$ cat src/rtl/wb_port_arbiter.sv
// Two-requester arbiter for the register-file write port: ALU path (0) vs load path (1).
// Optional starvation aging for requester 0 is enabled with `define WB_ARB_AGING_EN.
module wb_port_arbiter #(
  parameter int DATA_W       = 16,
  parameter int ADDR_W       = 3,
  parameter int STARVE_LIMIT = 4
) (
  input  logic              clk,
  input  logic              rst_n,
  input  logic              stall,
  input  logic              req0_valid,
  input  logic [ADDR_W-1:0] req0_addr,
  input  logic [DATA_W-1:0] req0_data,
  output logic              req0_ready,
  input  logic              req1_valid,
  input  logic [ADDR_W-1:0] req1_addr,
  input  logic [DATA_W-1:0] req1_data,
  output logic              req1_ready,
  output logic              mux_sel,
  output logic              rf_we,
  output logic [ADDR_W-1:0] rf_waddr,
  output logic [DATA_W-1:0] rf_wdata,
  output logic [7:0]        conflict_cnt
);

  typedef enum logic [1:0] {S_IDLE, S_WRITE, S_HOLD} state_t;

  state_t state, state_nxt;
  logic   gnt0, gnt1, xfer, promote;

`ifdef WB_ARB_AGING_EN
  logic [3:0] wait_cnt;

  assign promote = (wait_cnt >= 4'(STARVE_LIMIT));

  always_ff @(posedge clk or negedge rst_n) begin
    if (!rst_n) begin
      wait_cnt <= '0;
    end else if (!req0_valid || gnt0) begin
      wait_cnt <= '0;
    end else if (!stall && wait_cnt != 4'hF) begin
      wait_cnt <= wait_cnt + 4'd1;
    end
  end
`else
  logic unused_starve_limit;

  assign promote             = 1'b0;
  assign unused_starve_limit = (STARVE_LIMIT != 0);
`endif

  // NOTE: every variable driven in always_comb gets a default first so no latch is inferred.
  always_comb begin
    gnt0 = 1'b0;
    gnt1 = 1'b0;
    if (rst_n && !stall) begin
      if (req0_valid && req1_valid) begin
        gnt0 = promote;
        gnt1 = !promote;
      end else begin
        gnt0 = req0_valid;
        gnt1 = req1_valid;
      end
    end
  end

  assign req0_ready = gnt0;
  assign req1_ready = gnt1;
  assign xfer       = gnt0 || gnt1;

  always_comb begin
    state_nxt = S_IDLE;
    if (stall)     state_nxt = S_HOLD;
    else if (xfer) state_nxt = S_WRITE;
  end

  // NOTE: sequential state always uses non-blocking assignments so every flop samples pre-edge values.
  always_ff @(posedge clk or negedge rst_n) begin
    if (!rst_n) state <= S_IDLE;
    else        state <= state_nxt;
  end

  // NOTE: the data/address registers are reset too, since their reset value is observable on the ports.
  always_ff @(posedge clk or negedge rst_n) begin
    if (!rst_n) begin
      mux_sel  <= 1'b0;
      rf_waddr <= '0;
      rf_wdata <= '0;
    end else if (xfer) begin
      mux_sel  <= gnt1;
      rf_waddr <= gnt1 ? req1_addr : req0_addr;
      rf_wdata <= gnt1 ? req1_data : req0_data;
    end
  end

  // WRITE means a transfer happened on the last edge; writes to register 0 are suppressed.
  assign rf_we = (state == S_WRITE) && (rf_waddr != '0);

  always_ff @(posedge clk or negedge rst_n) begin
    if (!rst_n) begin
      conflict_cnt <= '0;
    end else if (req0_valid && req1_valid && !stall && conflict_cnt != 8'hFF) begin
      conflict_cnt <= conflict_cnt + 8'd1;
    end
  end

endmodule

$ cat config.mk
export PLATFORM = sky130hd
export DESIGN_NAME = wb_port_arbiter
export DESIGN_NICKNAME = d
export VERILOG_FILES = /design/src/rtl/wb_port_arbiter.sv
export SDC_FILE = /design/constraint.sdc
export NUM_CORES = 1
export LEC_CHECK = 0
export CAP_MARGIN = 20
export CORE_MARGIN = 2
export CORE_UTILIZATION = 36
export CTS_BUF_LIST = sky130_fd_sc_hd__clkbuf_4 sky130_fd_sc_hd__clkbuf_8
export CTS_CLUSTER_DIAMETER = 80
export DETAILED_ROUTE_END_ITERATION = 8
export HOLD_SLACK_MARGIN = 0.08
export PLACE_DENSITY = 0.77
export REMOVE_ABC_BUFFERS = 1
export SETUP_SLACK_MARGIN = 0.3
export SLEW_MARGIN = 20
export SYNTH_ARGS = -nofsm -noshare
export SYNTH_HDL_FRONTEND = slang
export SYNTH_SLANG_ARGS = --single-unit
$ cat constraint.sdc
create_clock -name clk -period 1.4 [get_ports clk]
set_input_delay 0.42 -clock clk [delete_from_list [all_inputs] [get_ports clk]]
set_output_delay 0.42 -clock clk [all_outputs]
set_load 0.05 [all_outputs]
==> impl_metrics.tcl, run 1 <==
set metrics [dict create \
    status "finished with violations" \
    violations "setup timing" \
    synth-edff-count 0 \
    combPwrFrac 0.565 \
    instances_no_fill 299 \
    crit_fanout 2 \
    h-tree-depth 2 \
    p_seq_frac 0.281 \
    min_period_ns 1.633 \
    period_share 1.167 \
    final_area_um2 3179 \
    post_drt_via_cell_ratio 4.856 \
    cts_buffers 5 \
    die_h_um 66.39 \
    slew_headroom 0.7441 \
    tritoncts "yes" \
    initial_core_util 0.3799 \
    num_rows 22 \
    yosysTopAreaCell "dfrtp_1" \
    io_buffer_count 73 \
    busiest_layer "met2" \
    antennaDiodeCount 0 \
    drtIter0Drc 33 \
    place_hpwl_um 2934 \
    vias 1452 \
    finalSetupViolCount 4 \
    core_area_um2 3689 \
    setup_ws_ns -0.2334 \
    cts_buffer_depth 2 \
    placed_area_um2 2631 \
    drc 0 \
    crit_required_ns 0.98 \
    gr-usage-all-layers 0.2277 \
    ys_types 29 \
    worst-endpoint-arrival_ns 1.21 \
    whs_ns 0.1491 \
    drt-total-wl_um 4922 \
    ys_seq_elements 30 \
    finalNetCount 295 \
    first_global_vias 1530 \
    ys.flop_type "dfrtp_1" \
    p_sw_frac 0.3734 \
    power_density_nw_per_um2 1365 \
    yosysMostFrequentCell "dfrtp_1" \
    yosys-top-cells-area "dfrtp_1, mux2i_1, o21ai_0" \
    final_antenna_net_count 0 \
    die_width_um 66.39 \
    clk_pin_slew_worst_paths_ns 0.06 \
    gp_congestion 0.7925 \
    ys_top_cells_by_count "dfrtp_1, nand2_1, o21ai_0, mux2i_1" \
    grt_use_met3 0.06985 \
    rsz0062_at_grt "true" \
    netlist_area_um2 1401 \
    p_switching_uw 1621 \
    avgSynthCellArea_um2 10.78 \
    async_reset_ff_frac 1.000 \
    place_inst 263 \
    min_path_type "input pin to async pin" \
    clockPowerShare 0.154 \
    antenna_found_initial 0 \
    fin_setup_tns_ns -0.5109 \
    drv_cap 0 \
    clkSinkCount 30 \
    cts_root_buf "clkbuf_8" \
    drive_above_1_share 0.4741 \
    seq_area_frac_synth 0.5357 \
    end_kind "output pin" \
    leakage_uw 0.001544 \
    start_kind "flop" \
    drv_slew 0 \
    clkLatencyLatePin_ns 0.27 \
    syn_to_final_growth_pct 126.9 \
    ir_drop_mv 0.8738 \
    ioPinCount 74 \
    grt_pass1_wl_um 7300 \
    routedWlPerCell_um 16.46 \
    gr-total-overflow 0 \
    die_area_um2 4408 \
    use_met1 0.2467 \
    syn-instance-count 130 \
    synth_warnings 0 \
    path_class "flop to output pin" \
    hold_viol 0 \
    clock_skew_ns 0.003107 \
    met2_usage 0.4025 \
    drtPass1Iterations 4 \
    p_int_uw 2719 \
    grt_max_degree 31 \
    max_freq_ghz 0.6122 \
    tightest_slew_ns 0.3838 \
    netlist.area_leader.share 0.5357 \
]
[cell type report]
class,count,area [um^2]
Multi-Input combinational cell,91,750.7
Timing Repair Buffer,120,1519
Clock buffer,7,83.83
Tap cell,48,60.06
Inverter,3,11.26
Fill cell,181,509.2
Sequential cell,30,754.5
[stage by stage]
step | total power (uW) | util | worst slack [ns]
after floorplan | 1968 | - | -1.285
after global placement | 3061 | 0.7134 | -0.5598
after detailed placement | 3124 | 0.7134 | -0.5609
after CTS | 4146 | 0.8216 | -0.1514
after global routing | 4517 | 0.8619 | -0.3020
final | 4340 | 0.8619 | -0.2334
[placed cells by master (no fill, tap or decap), types with 3 or more instances in the layout]
cell,count
mux2_4,4
dfrtp_2,3
nand2_1,22
clkdlybuf4s50_1,38
buf_6,20
mux2i_1,18
dfrtp_1,27
buf_12,34
clkbuf_8,5
o21ai_1,20
buf_4,24
[cells by family after synthesis]
group                      Yosys count  share of synthesized area
adders and majority gates            1                   0.008927
AOI/OAI and AO/OA                   26                    0.09910
buffers and inverters                9                    0.03303
and+or+nand+nor                     38                     0.1339
xor gates and xnor gates             3                    0.01875
DFF                                 30                     0.5357
muxes                               23                     0.1705
[path summary, 6_finish.rpt]
kind	cells past startpoint	slack (ns)	endpoint	startpoint
worst max-delay path	3	-0.23	rf_we	rf_waddr[0]$_DFFE_PN0P_
worst min-delay path	2	0.15	conflict_cnt[1]$_DFFE_PN0P_	rst_n
worst max register to register	4	0.04	conflict_cnt[1]$_DFFE_PN0P_	conflict_cnt[5]$_DFFE_PN0P_
worst min register to register	2	0.54	rf_wdata[10]$_DFFE_PN0P_	rf_wdata[10]$_DFFE_PN0P_
max in group asynchronous	2	0.94	conflict_cnt[6]$_DFFE_PN0P_	rst_n
min in group clk	1	0.27	state[1]$_DFF_PN0_	stall
[power by group through the flow]
stage | registers, uW | logic [uW] | clock network [uW]
floorplan | 1740 | 229 | 0
global placement | 1190 | 1870 | 0
detailed placement | 1200 | 1920 | 0
CTS | 1210 | 2260 | 675
global route | 1240 | 2560 | 722
finish | 1220 | 2450 | 668
[sequential cells by signal, indices dropped and copies added, names as in the netlist]
register and flops:
rf_wdata 16, state 2, mux_sel 1, conflict_cnt 8
rf_waddr 3
[critical path, stage by stage (launching register included)]
cell and delay, ns:
dfrtp_1 0.41, nor3_2 0.26, nor3b_2 0.11, buf_12 0.16
[routing by layer]
layer  wire, um  up-vias
met3        367       12
met4        112        0
met1       1757      689
met2       2684       63
met5          0        -
li1           -      688
[timing repair]
| item | CTS | global route |
|---|---|---|
| gates cloned | 1 | 0 |
| hold buffers | 0 | 0 |
| setup endpoints to repair | 60 | 45 |
| gates resized for setup | 65 | 30 |
| pin swaps | 13 | 20 |
| setup buffers | 17 | 11 |
| endpoints found under the hold margin | 0 | 0 |
No activity file was read; power rests on OpenSTA's default activity.
==> run 2, diff against run 1 <==
- PLACE_DENSITY: 0.77 -> 0.88
- SLEW_MARGIN: 20 -> default
==> impl_metrics.tcl, run 2 <==
set metrics [dict create \
    status "stopped before the end" \
    haltStage "global routing" \
    error "[ERROR DPL-0033] detailed placement checks failed during check placement." \
    seq_area_frac_synth 0.5357 \
    ys_top_cells_by_count "dfrtp_1, nand2_1, o21ai_0, mux2i_1" \
    synth-edff-count 0 \
    place_inst 264 \
    antenna_found_initial 0 \
    grt-worst-endpoint "rf_we" \
    netlist_area_um2 1401 \
    die_h_um 66.39 \
    ys_types 29 \
    initial_core_util 0.3799 \
    yosys-top-cells-area "dfrtp_1, mux2i_1, o21ai_0" \
    synth_warnings 0 \
    cts_buffer_depth 2 \
    grt_max_degree 31 \
    die_width_um 66.39 \
    cts_root_buf "clkbuf_8" \
    place_hpwl_um 3101 \
    avgSynthCellArea_um2 10.78 \
    syn-instance-count 130 \
    async_reset_ff_frac 1.000 \
    ioPinCount 74 \
    ys.flop_type "dfrtp_1" \
    worstEpCategory "top-level output" \
    yosysMostFrequentCell "dfrtp_1" \
    h-tree-depth 2 \
    num_rows 22 \
    gp_congestion 0.7486 \
    cts_buffers 5 \
    ys_seq_elements 30 \
    clkSinkCount 30 \
    io_buffer_count 73 \
    netlist.area_leader.share 0.5357 \
    yosysTopAreaCell "dfrtp_1" \
]
[run 2: kinds of logic after synthesis]
kind of cell	after synthesis	synth area share
compound gates	26	0.09910
xor+xnor	3	0.01875
fa+ha+maj	1	0.008927
buf+inv	9	0.03303
flops	30	0.5357
mux	23	0.1705
simple gates	38	0.1339
[run 2: timing repair]
action / 4_1_cts
buffers inserted: 23
gates resized for setup: 96
cloned: 4
setup endpoints to repair: 60
pin swaps: 26
hold buffers: 0
[run 2: metrics by stage]
step / cell area [um^2] / setup WS, ns / util
2_1_floorplan: 1366 / -1.285 / -
3_3_place_gp: 2626 / -0.5328 / 0.7120
3_5_place_dp: 2626 / -0.6087 / 0.7120
4_1_cts: 3229 / -0.1942 / 0.8755
==> run 3, diff against run 2 <==
- CORE_UTILIZATION: 36 -> 24
- CTS_BUF_LIST: sky130_fd_sc_hd__clkbuf_4 sky130_fd_sc_hd__clkbuf_8 -> default
- CTS_CLUSTER_DIAMETER: 80 -> default
- HOLD_SLACK_MARGIN: 0.08 -> default
- PLACE_DENSITY: 0.88 -> default
- PLACE_DENSITY_LB_ADDON: default -> 0.15
- SETUP_SLACK_MARGIN: 0.3 -> default
- clock period: 1.4 -> 1.82 ns (I/O delays scaled with it)
==> impl_metrics.tcl, run 3 (synthesized netlist as in run 1, its figures left out) <==
set metrics [dict create \
    status "finished clean" \
    finalNetCount 255 \
    worst_path_largest_cell_delay_ns 0.28 \
    grt_pass1_wl_um 6072 \
    setup_ws_ns 0.03964 \
    cts_hold_buffers 0 \
    final_util 0.4422 \
    combPwrFrac 0.425 \
    crit_family "buffers and inverters" \
    vias 1208 \
    leakage_uw 0.001217 \
    final_antenna_net_count 0 \
    max_freq_ghz 0.5617 \
    power_density_nw_per_um2 1097 \
    place_ws_ns -0.4004 \
    reg2reg_depth 4 \
    layout_common_cells "clkdlybuf4s50_1, dfrtp_1, nand2_1, buf_4, o21ai_0" \
    drtPass1Iterations 4 \
    crit_required_ns 1.27 \
    slew_headroom 0.7482 \
    critPathSlowestCell "and3b_2" \
    io_buffer_count 73 \
    regToRegEndpoint "conflict_cnt[1]$_DFFE_PN0P_" \
    p_int_uw 1678 \
    clkLatencyLatePin_ns 0.27 \
    top_register "rf_wdata" \
    crit_fanout 4 \
    largest_register_ffs 16 \
    post_cts_buffers 0 \
    grt_max_degree 40 \
    final_common_cell "clkdlybuf4s50_1" \
    reg.largest.list "rf_wdata: 16 flops, conflict_cnt: 8 flops, rf_waddr: 3 flops" \
    hold_viol 0 \
    antenna_found_initial 0 \
    worst-endpoint-arrival_ns 1.23 \
    rsz0062_at_grt "false" \
    r2r_setup_slack_ns 0.36 \
    drv_cap 0 \
    clockPowerShare 0.230 \
    tritoncts "yes" \
    gr-total-overflow 0 \
    routedWlPerCell_um 12.40 \
    clk_pin_slew_worst_paths_ns 0.06 \
    worst-path-buf-inv 2 \
    die_h_um 80.41 \
    drive_above_1_share 0.2877 \
    clkSinkCount 30 \
    gr-usage-all-layers 0.1248 \
    first_global_vias 1294 \
    p_sw_frac 0.3795 \
    final_area_um2 2465 \
    cts_buffer_depth 2 \
    r2r_start "conflict_cnt[3]$_DFFE_PN0P_" \
    end_kind "output pin" \
    syn_to_final_growth_pct 75.89 \
    period_share 0.9782 \
    clock_skew_ns 0.002625 \
    path_class "input pin to output pin" \
    place_hpwl_um 2775 \
    initial_core_util 0.2514 \
    cts_root_buf "clkbuf_8" \
    ioPinCount 74 \
    tightest_slew_ns 0.3776 \
    p_switching_uw 1026 \
    min_path_type "input pin to async pin" \
    num_rows 27 \
    min_period_ns 1.780 \
    cp.depth 3 \
    p_seq_frac 0.345 \
    drc 0 \
    die_width_um 80.41 \
    gp_congestion 0.8021 \
    drv_slew 0 \
    drt-total-wl_um 3521 \
    start_kind "input pin" \
    h-tree-depth 2 \
    ir_drop_mv 0.5377 \
    cts_buffers 5 \
    die_area_um2 6466 \
    post_drt_via_cell_ratio 4.254 \
    finalSetupViolCount 0 \
    cp_cell_sequence "dlygate4sd2_1 -> and3b_2 -> buf_12" \
    placed_area_um2 2354 \
    drtIter0Drc 15 \
    whs_ns 0.2980 \
    antennaDiodeCount 0 \
    core_area_um2 5574 \
]
[run 3: area by class of cell]
class	instances	area, um^2
fill	546	3109
timing repair buffer	80	880.8
clock buffer	8	110.1
tap	72	90.09
inverter	3	11.26
multi-input combinational	91	621.8
sequential	30	750.7
[run 3: how the worst max path moves through the flow]
stage               startpoint                 endpoint  slack, ns
floorplan           req1_valid  rf_waddr[0]$_DFFE_PN0P_      -0.99
global placement         rst_n               req0_ready      -0.44
detailed placement       rst_n               req0_ready      -0.40
CTS                      rst_n               req0_ready      0.001
global route        req1_valid               req0_ready      0.007
finish              req1_valid               req0_ready       0.04
[run 3: timing repair]
| item | CTS | global route |
|---|---|---|
| endpoints found under the setup margin | 5 | 2 |
| gates resized for setup | 12 | 2 |
| pin swaps | 1 | 0 |
[run 3: stage by stage]
stage          TNS, ns  power, uW  std cells
4_1_cts              0       2759        284
3_5_place_dp    -6.938       2113        276
2_1_floorplan   -20.64       1514        124
6_report             0       2705        284
5_1_grt              0       2862        284
3_3_place_gp    -6.887       2086        276
[run 3: layer usage]
layer,GRT usage,vias to the layer above,routed length [um]
met1,0.1361,547,1318
li1,-,607,-
met2,0.2125,52,1853
met5,0,-,0
met4,0.04068,0,26
met3,0.05955,2,322
[run 3: power by group through the flow]
stage	Combinational, uW	Clock [uW]	Sequential (uW)
5_1_grt	1220	683	958
3_3_place_gp	1150	0	941
2_1_floorplan	176	0	1340
4_1_cts	1170	657	936
6_report	1150	622	934
3_5_place_dp	1170	0	947
==> run 4, diff against run 3 <==
- CORE_AREA: default -> 2 2 63 65
- CORE_MARGIN: 2 -> default
- CORE_UTILIZATION: 24 -> default
- DIE_AREA: default -> 0 0 65 67
==> impl_metrics.tcl, run 4 (synthesized netlist as in run 1, its figures left out) <==
set metrics [dict create \
    reg.largest.list "rf_wdata: 16 flops, conflict_cnt: 8 flops, rf_waddr: 3 flops" \
    place_ws_ns -0.3930 \
    core_area_um2 3606 \
    r2r_start "conflict_cnt[0]$_DFFE_PN0P_" \
    layout_common_cells "clkdlybuf4s50_1, dfrtp_1, buf_4, nand2_1, o21ai_0" \
    whs_ns 0.3079 \
    crit_fanout 4 \
    place_hpwl_um 2708 \
    crit_start "req1_valid" \
    ir_drop_mv 0.7148 \
    ff_latch_area_um2 750.7 \
    max_freq_ghz 0.5586 \
    final_antenna_net_count 0 \
    drtIter0Drc 34 \
    antenna_found_initial 0 \
    finalNetCount 258 \
    fin_setup_tns_ns 0 \
    clkLatencyLatePin_ns 0.28 \
    die_area_um2 4355 \
    worst-endpoint-arrival_ns 1.24 \
    antennaDiodeCount 0 \
    path_class "input pin to output pin" \
    min_path_type "input pin to async pin" \
    final_common_cell "clkdlybuf4s50_1" \
    io_buffer_count 73 \
    clock_skew_ns 0.0007943 \
    largest_register_ffs 16 \
    leakage_uw 0.001217 \
    first_global_vias 1284 \
    min_period_ns 1.790 \
    post_drt_via_cell_ratio 4.703 \
    gr-total-overflow 0 \
    num_rows 22 \
    die_h_um 67 \
    setup_ws_ns 0.02980 \
    grt_pass1_wl_um 5568 \
    h-tree-depth 2 \
    final_util 0.6693 \
    hold_viol 0 \
    syn_to_final_growth_pct 72.23 \
    finalSetupViolCount 0 \
    routedWlPerCell_um 13.32 \
    grt_max_degree 40 \
    period_share 0.9836 \
    power_density_nw_per_um2 1086 \
    drive_above_1_share 0.2884 \
    ioPinCount 74 \
    start_kind "input pin" \
    regToRegEndpoint "conflict_cnt[1]$_DFFE_PN0P_" \
    fillCellCount 293 \
    reg2reg_depth 4 \
    drt-total-wl_um 3503 \
    cts_buffer_depth 2 \
    drc 0 \
    cts_root_buf "clkbuf_8" \
    end_kind "output pin" \
    r2r_setup_slack_ns 0.36 \
    top_register "rf_wdata" \
    multiInputGateArea_um2 621.8 \
    tightest_slew_ns 0.3767 \
    status "finished clean" \
    gr-usage-all-layers 0.1727 \
    clk_pin_slew_worst_paths_ns 0.06 \
    slew_headroom 0.7489 \
    vias 1237 \
    cts_hold_buffers 0 \
    clkSinkCount 30 \
    die_width_um 65 \
    drtPass1Iterations 4 \
    cts_buffers 5 \
    drv_slew 0 \
    tritoncts "yes" \
    crit_required_ns 1.27 \
    rsz0062_at_grt "false" \
    drv_cap 0 \
    initial_core_util 0.3886 \
    gp_congestion 0.7280 \
    cp-endpoint "req0_ready" \
]
==> run 4: how the worst min path moves through the flow <==
| stage | from | cells past startpoint | to |
|---|---|---|---|
| floorplan | rst_n | 0 | conflict_cnt[0]$_DFFE_PN0P_ |
| global placement | rf_wdata[13]$_DFFE_PN0P_ | 2 | rf_wdata[13]$_DFFE_PN0P_ |
| detailed placement | rf_wdata[12]$_DFFE_PN0P_ | 2 | rf_wdata[12]$_DFFE_PN0P_ |
| CTS | rst_n | 2 | conflict_cnt[7]$_DFFE_PN0P_ |
| global route | rst_n | 2 | conflict_cnt[1]$_DFFE_PN0P_ |
| finish | rst_n | 2 | rf_wdata[3]$_DFFE_PN0P_ |
==> run 4: metrics by stage <==
stage | total power, uW | cells | area (um^2)
floorplan | 1514 | 124 | 1366
global placement | 2068 | 253 | 2306
detailed placement | 2103 | 253 | 2306
CTS | 2651 | 262 | 2419
global route | 2751 | 263 | 2414
finish | 2622 | 263 | 2414
==> run 4: cell type report <==
cell class              count  share of cell area
clock buffers               7             0.03577
clock inverters             1            0.002074
inverters                   3            0.004666
multi-input cells          91              0.2576
flip-flops and latches     30              0.3110
well taps                  48             0.02488
repair buffers             83              0.3639
==> run 4: where the power goes <==
part	total [uW]	leakage (uW)	switching, uW	internal (uW)
Combinational	1140	0.000793	645	499
Sequential	937	0.000375	143	794
Clock	541	0.0000482	237	304
Total	2620	0.00122	1020	1600
==> run 4: what timing repair did <==
action                                  CTS  global route
buffers inserted                          1             1
endpoints found under the setup margin    3             1
pin swaps                                 1             0
gates resized for setup                  12             2
==> run 4: layer usage <==
metal  GRT usage  vias to the layer above  routed length [um]
met3     0.07601                        5                 275
met5           0                        -                   0
met2      0.3196                       39                1884
met4     0.06383                        0                  43
met1      0.1690                      581                1300
li1            -                      612                   -
==> run 4: critical path: stages <==
cell,delay (ns)
dlygate4sd2_1,0.27
and3b_2,0.28
buf_12,0.14
